<file path="src/rtl/ws2812b_encoder.sv">
// WS2812B single-wire NRZ transmitter: 24-bit {G,R,B} pixels in over valid/ready,
// serialized MSB first, with an optional latch gap that ends in a frame_done pulse.
//
// state | meaning
// IDLE  | line low, waiting for a pixel or a latch request
// HIGH  | dout high for T0H/T1H of the current bit
// LOW   | dout low for the rest of the bit period
// GAP   | dout low for RESET_CYCLES (latch), then frame_done
module ws2812b_encoder #(
  parameter int CLK_HZ       = 64000000,
  parameter int T0H_CYCLES   = 26,
  parameter int T1H_CYCLES   = 51,
  parameter int BIT_CYCLES   = 80,
  parameter int RESET_CYCLES = 3840
) (
  input  logic        clk,
  input  logic        rst_n,
  input  logic [23:0] pixel_data,
  input  logic        pixel_valid,
  output logic        pixel_ready,
  input  logic        latch,
  output logic        dout,
  output logic        busy,
  output logic        frame_done
);

  localparam int CW = $clog2(RESET_CYCLES);
  localparam logic [CW-1:0] T0H_M1 = CW'(T0H_CYCLES - 1);
  localparam logic [CW-1:0] T1H_M1 = CW'(T1H_CYCLES - 1);
  localparam logic [CW-1:0] LOW0_M1 = CW'(BIT_CYCLES - T0H_CYCLES - 1);
  localparam logic [CW-1:0] LOW1_M1 = CW'(BIT_CYCLES - T1H_CYCLES - 1);
  localparam logic [CW-1:0] GAP_M1 = CW'(RESET_CYCLES - 1);

  if (CLK_HZ <= 0 || T0H_CYCLES <= 0 || T1H_CYCLES <= T0H_CYCLES ||
      BIT_CYCLES <= T1H_CYCLES || RESET_CYCLES <= BIT_CYCLES) begin : g_param_check
    $error("ws2812b_encoder: invalid timing parameters");
  end

  typedef enum logic [1:0] {S_IDLE, S_HIGH, S_LOW, S_GAP} state_t;

  state_t        state, state_nxt;
  logic [23:0]   shift_q, shift_nxt;
  logic [4:0]    idx_q, idx_nxt;
  logic [CW-1:0] cnt_q, cnt_nxt;
  logic          pend_q, pend_nxt;
  logic          rdy_en_q;
  logic          dout_d, busy_d, frame_done_d;
  logic          accept;

  always_ff @(posedge clk or negedge rst_n) begin
    if (!rst_n) begin
      state      <= S_IDLE;
      shift_q    <= '0;
      idx_q      <= '0;
      cnt_q      <= '0;
      pend_q     <= 1'b0;
      rdy_en_q   <= 1'b0;
      dout       <= 1'b0;
      busy       <= 1'b0;
      frame_done <= 1'b0;
    end else begin
      state      <= state_nxt;
      shift_q    <= shift_nxt;
      idx_q      <= idx_nxt;
      cnt_q      <= cnt_nxt;
      pend_q     <= pend_nxt;
      rdy_en_q   <= 1'b1;
      dout       <= dout_d;
      busy       <= busy_d;
      frame_done <= frame_done_d;
    end
  end

  assign accept = pixel_valid && pixel_ready;

  always_comb begin
    state_nxt = state;
    shift_nxt = shift_q;
    idx_nxt   = idx_q;
    cnt_nxt   = cnt_q;
    pend_nxt  = pend_q;
    unique case (state)
      S_IDLE: begin
        if (latch || pend_q) begin
          state_nxt = S_GAP;
          cnt_nxt   = GAP_M1;
          pend_nxt  = 1'b0;
        end else if (accept) begin
          state_nxt = S_HIGH;
          shift_nxt = pixel_data;
          idx_nxt   = 5'd23;
          cnt_nxt   = pixel_data[23] ? T1H_M1 : T0H_M1;
        end
      end
      S_HIGH: begin
        pend_nxt = pend_q | latch;
        if (cnt_q == '0) begin
          state_nxt = S_LOW;
          cnt_nxt   = shift_q[23] ? LOW1_M1 : LOW0_M1;
        end else begin
          cnt_nxt = cnt_q - CW'(1);
        end
      end
      S_LOW: begin
        pend_nxt = pend_q | latch;
        if (cnt_q != '0) begin
          cnt_nxt = cnt_q - CW'(1);
        end else if (idx_q != 5'd0) begin
          state_nxt = S_HIGH;
          shift_nxt = {shift_q[22:0], 1'b0};
          idx_nxt   = idx_q - 5'd1;
          cnt_nxt   = shift_q[22] ? T1H_M1 : T0H_M1;
        end else if (pend_q) begin
          state_nxt = S_GAP;
          cnt_nxt   = GAP_M1;
          pend_nxt  = 1'b0;
        end else if (accept) begin
          state_nxt = S_HIGH;
          shift_nxt = pixel_data;
          idx_nxt   = 5'd23;
          cnt_nxt   = pixel_data[23] ? T1H_M1 : T0H_M1;
        end else begin
          state_nxt = S_IDLE;
        end
      end
      S_GAP: begin
        if (cnt_q == '0) state_nxt = S_IDLE;
        else             cnt_nxt   = cnt_q - CW'(1);
      end
      default: state_nxt = S_IDLE;
    endcase
  end

  // Outputs are registered from next-state values so they line up with the state they describe.
  always_comb begin
    pixel_ready  = rdy_en_q && !pend_q &&
                   ((state == S_IDLE && !latch) ||
                    (state == S_LOW && cnt_q == '0 && idx_q == 5'd0));
    dout_d       = (state_nxt == S_HIGH);
    busy_d       = (state_nxt != S_IDLE);
    frame_done_d = (state_nxt == S_GAP) && (cnt_nxt == '0);
  end

endmodule
</file>
<file path="config.mk">
export PLATFORM = sky130hd
export DESIGN_NAME = ws2812b_encoder
export DESIGN_NICKNAME = d
export VERILOG_FILES = /design/src/rtl/ws2812b_encoder.sv
export SDC_FILE = /design/constraint.sdc
export NUM_CORES = 1
export LEC_CHECK = 0
export ABC_AREA = 1
export BUFFER_PORTS_ARGS = -buffer_cell sky130_fd_sc_hd__buf_4
export CAP_MARGIN = 20
export CORE_MARGIN = 1
export CORE_UTILIZATION = 64
export DETAILED_ROUTE_END_ITERATION = 10
export HOLD_SLACK_MARGIN = 0.1
export PLACE_DENSITY_LB_ADDON = 0.12
export SLEW_MARGIN = 5
export SYNTH_ARGS = -nofsm -noshare
export SYNTH_HDL_FRONTEND = slang
export SYNTH_SLANG_ARGS = --single-unit
</file>
<file path="constraint.sdc">
create_clock -name clk -period 5.45 [get_ports clk]
set_clock_uncertainty 0.15 [all_clocks]
set_input_delay 0.2725 -clock clk [delete_from_list [all_inputs] [get_ports clk]]
set_output_delay 0.2725 -clock clk [all_outputs]
set_load 0.005 [all_outputs]
</file>
[Word level (Yosys, flattened, before mapping)]
Index checks and enable logic that the tools add are counted.
Word-level totals
  bits in registers: 48
  bits in latches: 0
  memory bits (writable): 0
  ROM bits: 0
  logic and storage cells: 80
  memories kept: 0
Operators by class
  add/sub/neg operators: 2
  multiply operators: 0
  divide/modulo/power cells: 0
  order comparisons: 0
  equality and inequality tests: 9
  shift operators: 0
  mux-type cells: 37
  bitwise gates (word level): 1
  reduce and logical (&&, ||, !) cells: 22
Operator list (count)
  $mux W24: 5
  $mux W12: 7
  $pmux W12 S4: 1
  $pmux W24 S2: 1
  $mux W5: 5
  $logic_not A12 Y1: 2
  $mux W6: 3
  $mux W2: 7
  $reduce_bool A12 Y1: 1
  $sub A12 B1 Y12 const B: 1
  $pmux W5 S2: 1
  $pmux W2 S4: 1
  $logic_and A1 B1 Y1: 7
  $eq A2 B2 Y1 const B: 3
  $ne A2 B2 Y1 const B: 3
  $logic_not A5 Y1: 1
  $mux W1: 5
  $reduce_bool A5 Y1: 1
  $sub A5 B1 Y5 const B: 1
  $eq A2 B1 Y1 const B: 2
  $reduce_and A4 Y1: 1
  $reduce_bool A2 Y1: 2
  $ne A3 B3 Y1 const B: 1
  $pmux W1 S3: 1
  6 further kinds: 8

[Depth between registers and ports, before layout]
  depth after elaboration: 13
  mapped depth: 18
  depth with buffers taken out: 18

[Worst setup path after synthesis]
Ideal clock, no wire load.
  path type: reg-to-reg
  start point: register state[0]
  end point: register shift_q[1]
  setup time: 0.121 ns
  arrival: 1.932 ns
  slack: 3.247 ns
  stages on the path, launching flop included: 13
  period minus slack after synthesis: 2.203 ns
  cell sequence: dfrtp_1 -> inv_1 -> ha_1 -> inv_2 -> nor2_2 -> nand3_4 -> nand2_4 -> nand3_4 -> nor2_4 -> nand2_2 -> buf_2 -> o221ai_1 -> inv_1
Between the ends
  longest elaborated chain between the ends: 11
  elaborated cells on any way between the ends: 19
  those cells by class: eq/ne (4); mux (6); reduce/logical (9)
Ends and longest elaborated chain
  start: declaration: RTL line 41  | state_t state, state_nxt;
  start signal: assignment: RTL line 62  | state <= state_nxt;
  $eq A2 B2 Y1: RTL line 82, 138
  $logic_and A1 B1 Y1 (2 in series): RTL line 138  | (state == S_LOW && cnt_q == '0 && idx_q == 5'd0));
  $logic_or A1 B1 Y1: RTL line 137  | ((state == S_IDLE && !latch) ||
  $logic_and A1 B1 Y1: RTL line 136  | pixel_ready = rdy_en_q && !pend_q &&
  $logic_and A1 B1 Y1: RTL line 74  | assign accept = pixel_valid && pixel_ready;
  $mux W24 (4 in series)
  $pmux W24 S2: RTL line 82  | unique case (state)
  end signal: assignment: RTL line 63  | shift_q <= shift_nxt;
  end: declaration: RTL line 42  | logic [23:0] shift_q, shift_nxt;
Several ways; a longest one is shown, not always the timed one. The select of a mux whose other input is x is not followed.
A chain may end at the register's enable or synchronous reset.

[Worst setup path after layout]
  start point: register state[0]
  end point: register shift_q[6]
The elaborated chain is that of the path after synthesis.

==> reports/metrics.yaml <==
synthesis:
  synth_nets: 441
  seq_area_frac_synth: 0.3967
  synth_compound_area_frac: 0.1459
  yosys_warnings: 0
  synth_top_family_by_area: "simple AND/OR/NAND/NOR gates"
  synth-xor-area-share: 0.01446
  synth-edff-count: 0
  synthMuxAreaShare: 0
  ys.flop_type: "dfrtp_1"
  synth_cell_types: 38
  synth_fa_ha_area_frac: 0.04132
  synth_area_mm2: 0.003028
  synthCells: 403
  avgSynthCellArea_um2: 7.513
  async_flop_share: 1.000
  ys_ff_latch: 48
  synth-simple-area-share: 0.2909
power:
  switching_share: 0.2103
  power_w: 0.0006634
  pwr_density_cell_mw_per_mm2: 189.5
  p_switching_w: 0.0001395
  vdd_ir_drop_max_mv: 0.1513
  power_leakage_nw: 1.811
  power.share.sequential: 0.537
  p_clk_frac: 0.416
  combPwrFrac: 0.047
  intPower_w: 0.0005239
worst_setup_path:
  critPathMaxStageDelay_ns: 0.45
  cp.arrival_ns: 3.04
  cp_cell_sequence: "inv_1 > ha_1 > inv_2 > nor2_1 > inv_2 > nor2_4 > nor2_2 > inv_2 > o22ai_1 > a31oi_1"
  crit_fanout: 16
  crit_top_cell: "inv_2"
  path_buf_inv: 4
  r2r_cells: 10
  startpoint: "state[0]"
  critPathLaunchType: "flip-flop"
  path_delay_family: "simple AND/OR/NAND/NOR gates"
  reg2reg_from: "state[0]"
  critPathKind: "flip-flop to flip-flop"
  cpMaxStageDelayCell: "dfrtp_1"
  critical_path_cell_count: 10
  critPathRequiredTime_ns: 5.53
  endpoint_kind: "flip-flop"
cts:
  postCtsSetupRepairBufs: 0
  clock_latency_ns: 0.31
  clkTransAtPathRegs_ns: 0.10
  tritoncts: "built"
  cts_made_buffers: 5
  h-tree-depth: 2
  root_buffer: "clkbuf_8"
  cts_buffer_depth: 2
  cts.sinks: 48
global_route:
  antenna_found_initial: 0
  grt_pass1_vias: 2847
  grt_overflow_total: 0
  grtUsageTotal: 0.3360
  grt_pass1_wl_um: 13060
  grt_max_degree: 49
die:
  die_y_um: 70.78
  initial_utilization: 0.6813
  fp-row-count: 24
  dieArea_mm2: 0.005010
  placeableCoreArea_mm2: 0.004444
  die_w_um: 70.78
  ios: 32
cells_and_area:
  fin_area_mm2: 0.003501
  synthToLayoutAreaGrowth_pct: 15.62
  final_core_util: 0.7877
  fin_cells: 497
  diodes: 0
  layout-drive-gt1-share: 0.1528
  layout.nets: 482
  fillers: 309
timing:
  fin_crit_ns: 2.961
  fmax_ghz: 0.3378
  min_period_over_period: 0.5432
  setup_viol: 0
  drv_slew: 0
  worstMarginPinSlew_ns: 0.7873
  tns_ns: 0
  relSlewSlack: 0.4732
  hold_viol: 0
  rsz0062_at_grt: "no"
drt:
  drc: 0
  wl_um: 7828
  dr.pass1.iters: 5
  drt-initial-drc-count: 290
  antenna_left: 0
  routedWlPerCell_um: 15.75
  dr_total_vias: 2942
  viasPerCell: 5.920
flow_run:
  max_cap_violations: 0
placement:
  routabilityCongestion: 0.9830
  placed_cells: 479
  portBuffers: 31
  dp_hpwl_um: 5471
  dpl_cell_area_mm2: 0.003279
hold_path:
  hold_depth: 3
  min_path_type: "primary input to flip-flop"
  hp-start: "pixel_data[10]"
status:
  status: "complete, no violations"
==> synthesized netlist by cell type, types with 3 or more instances <==
master,count,share of area
nand3_1,29,0.048
o211ai_1,3,0.0074
a31oi_1,6,0.012
a221oi_1,8,0.023
inv_1,70,0.087
nand4_1,6,0.012
nor2_1,42,0.052
o221ai_1,4,0.012
nand2_2,6,0.012
dfrtp_1,48,0.40
o21ai_1,4,0.0066
o21ai_0,13,0.021
nor2_2,4,0.0083
xor2_1,4,0.012
nand2_1,81,0.10
or2_2,3,0.0062
ha_1,10,0.041
buf_2,4,0.0066
inv_2,5,0.0062
nor2_4,4,0.015
a21oi_1,13,0.021
o22ai_1,11,0.023
nor3_1,5,0.0083
==> power by group through the flow <==
stage               registers [W]  clock network, W   logic [W]
floorplan                0.000363                 0  0.00000209
global placement         0.000363                 0   0.0000246
detailed placement       0.000363                 0   0.0000251
CTS                      0.000356          0.000278   0.0000309
global route             0.000356          0.000286   0.0000336
finish                   0.000356          0.000276   0.0000309
==> flip-flops by register name (all words and copies together), names as in the netlist <==
| register | count |
|---|---|
| busy | 1 |
| cnt_q | 12 |
| dout | 1 |
| frame_done | 1 |
| idx_q | 5 |
| pend_q | 1 |
| rdy_en_q | 1 |
| shift_q | 24 |
| state | 2 |
==> layout make-up <==
class                      instances  area (µm²)  area share
clock inverter                     2       38.79     0.01108
inverter                          76       285.3     0.08149
clock buffer                       6       82.58     0.02359
tap                               52       65.06     0.01858
timing repair buffer              41       332.8     0.09507
multi-input combinational        272        1495      0.4271
sequential                        48        1201      0.3431
==> routing by layer <==
metal  vias up  wire, µm  global-route usage
met1      1376      3271              0.4191
met2       150      3859              0.5929
met4         0       200              0.1378
li1       1395         -                   -
met5         -         0                   0
met3        21       496             0.04274
==> final timing paths <==
| check | to | slack (ns) |
|---|---|---|
| min reg2reg | idx_q[3] | 0.33 |
| max reg2reg | shift_q[6] | 2.49 |
| min | shift_q[10] | 0.11 |
| max | shift_q[6] | 2.49 |
| min in group asynchronous | rdy_en_q | 0.36 |
| max in group asynchronous | cnt_q[9] | 4.36 |
==> worst register-to-register path: cells and delay by family (launching register included) <==
family	cells	cell delay (ns)
simple gates	3	1.04
buf+inv	4	0.66
flops	1	0.45
fa+ha+maj	1	0.33
compound gates	2	0.25
==> stage by stage <==
stage / setup slack (ns) / hold WS, ns
after floorplan: 3.247 / -0.1731
after global placement: 2.621 / 0.1610
after detailed placement: 2.560 / 0.1775
after CTS: 2.517 / 0.1001
after global routing: 2.209 / 0.1229
final: 2.489 / 0.1070
==> layout by cell type, fill, tap and decap left out, types with 5 or more instances in the layout <==
cell           synthesis  layout
inv_2                  5       5
o21ai_0               13      13
nand3_1               29      29
o22ai_1               11      11
dlygate4sd3_1          0      10
nand4_1                6       6
inv_1                 70      70
ha_1                  10      10
nand2_1               81      81
nor3_1                 5       5
clkbuf_8               0       6
a21oi_1               13      13
a221oi_1               8       8
buf_4                  0      31
nand2_2                6       6
dfrtp_1               48      48
nor2_1                42      42
a31oi_1                6       6
==> cell families after synthesis <==
family	Yosys count
buffers and inverters	83
adders and majority gates	10
DFF	48
and+or+nand+nor	187
AOI/OAI and AO/OA	69
xor gates and xnor gates	5
other	1
==> timing repair <==
action / in CTS / in global routing
hold endpoints to repair: 57 / 0
hold buffers: 10 / 0
gates resized for setup: 0 / 0
No activity file was read; power rests on OpenSTA's default activity.
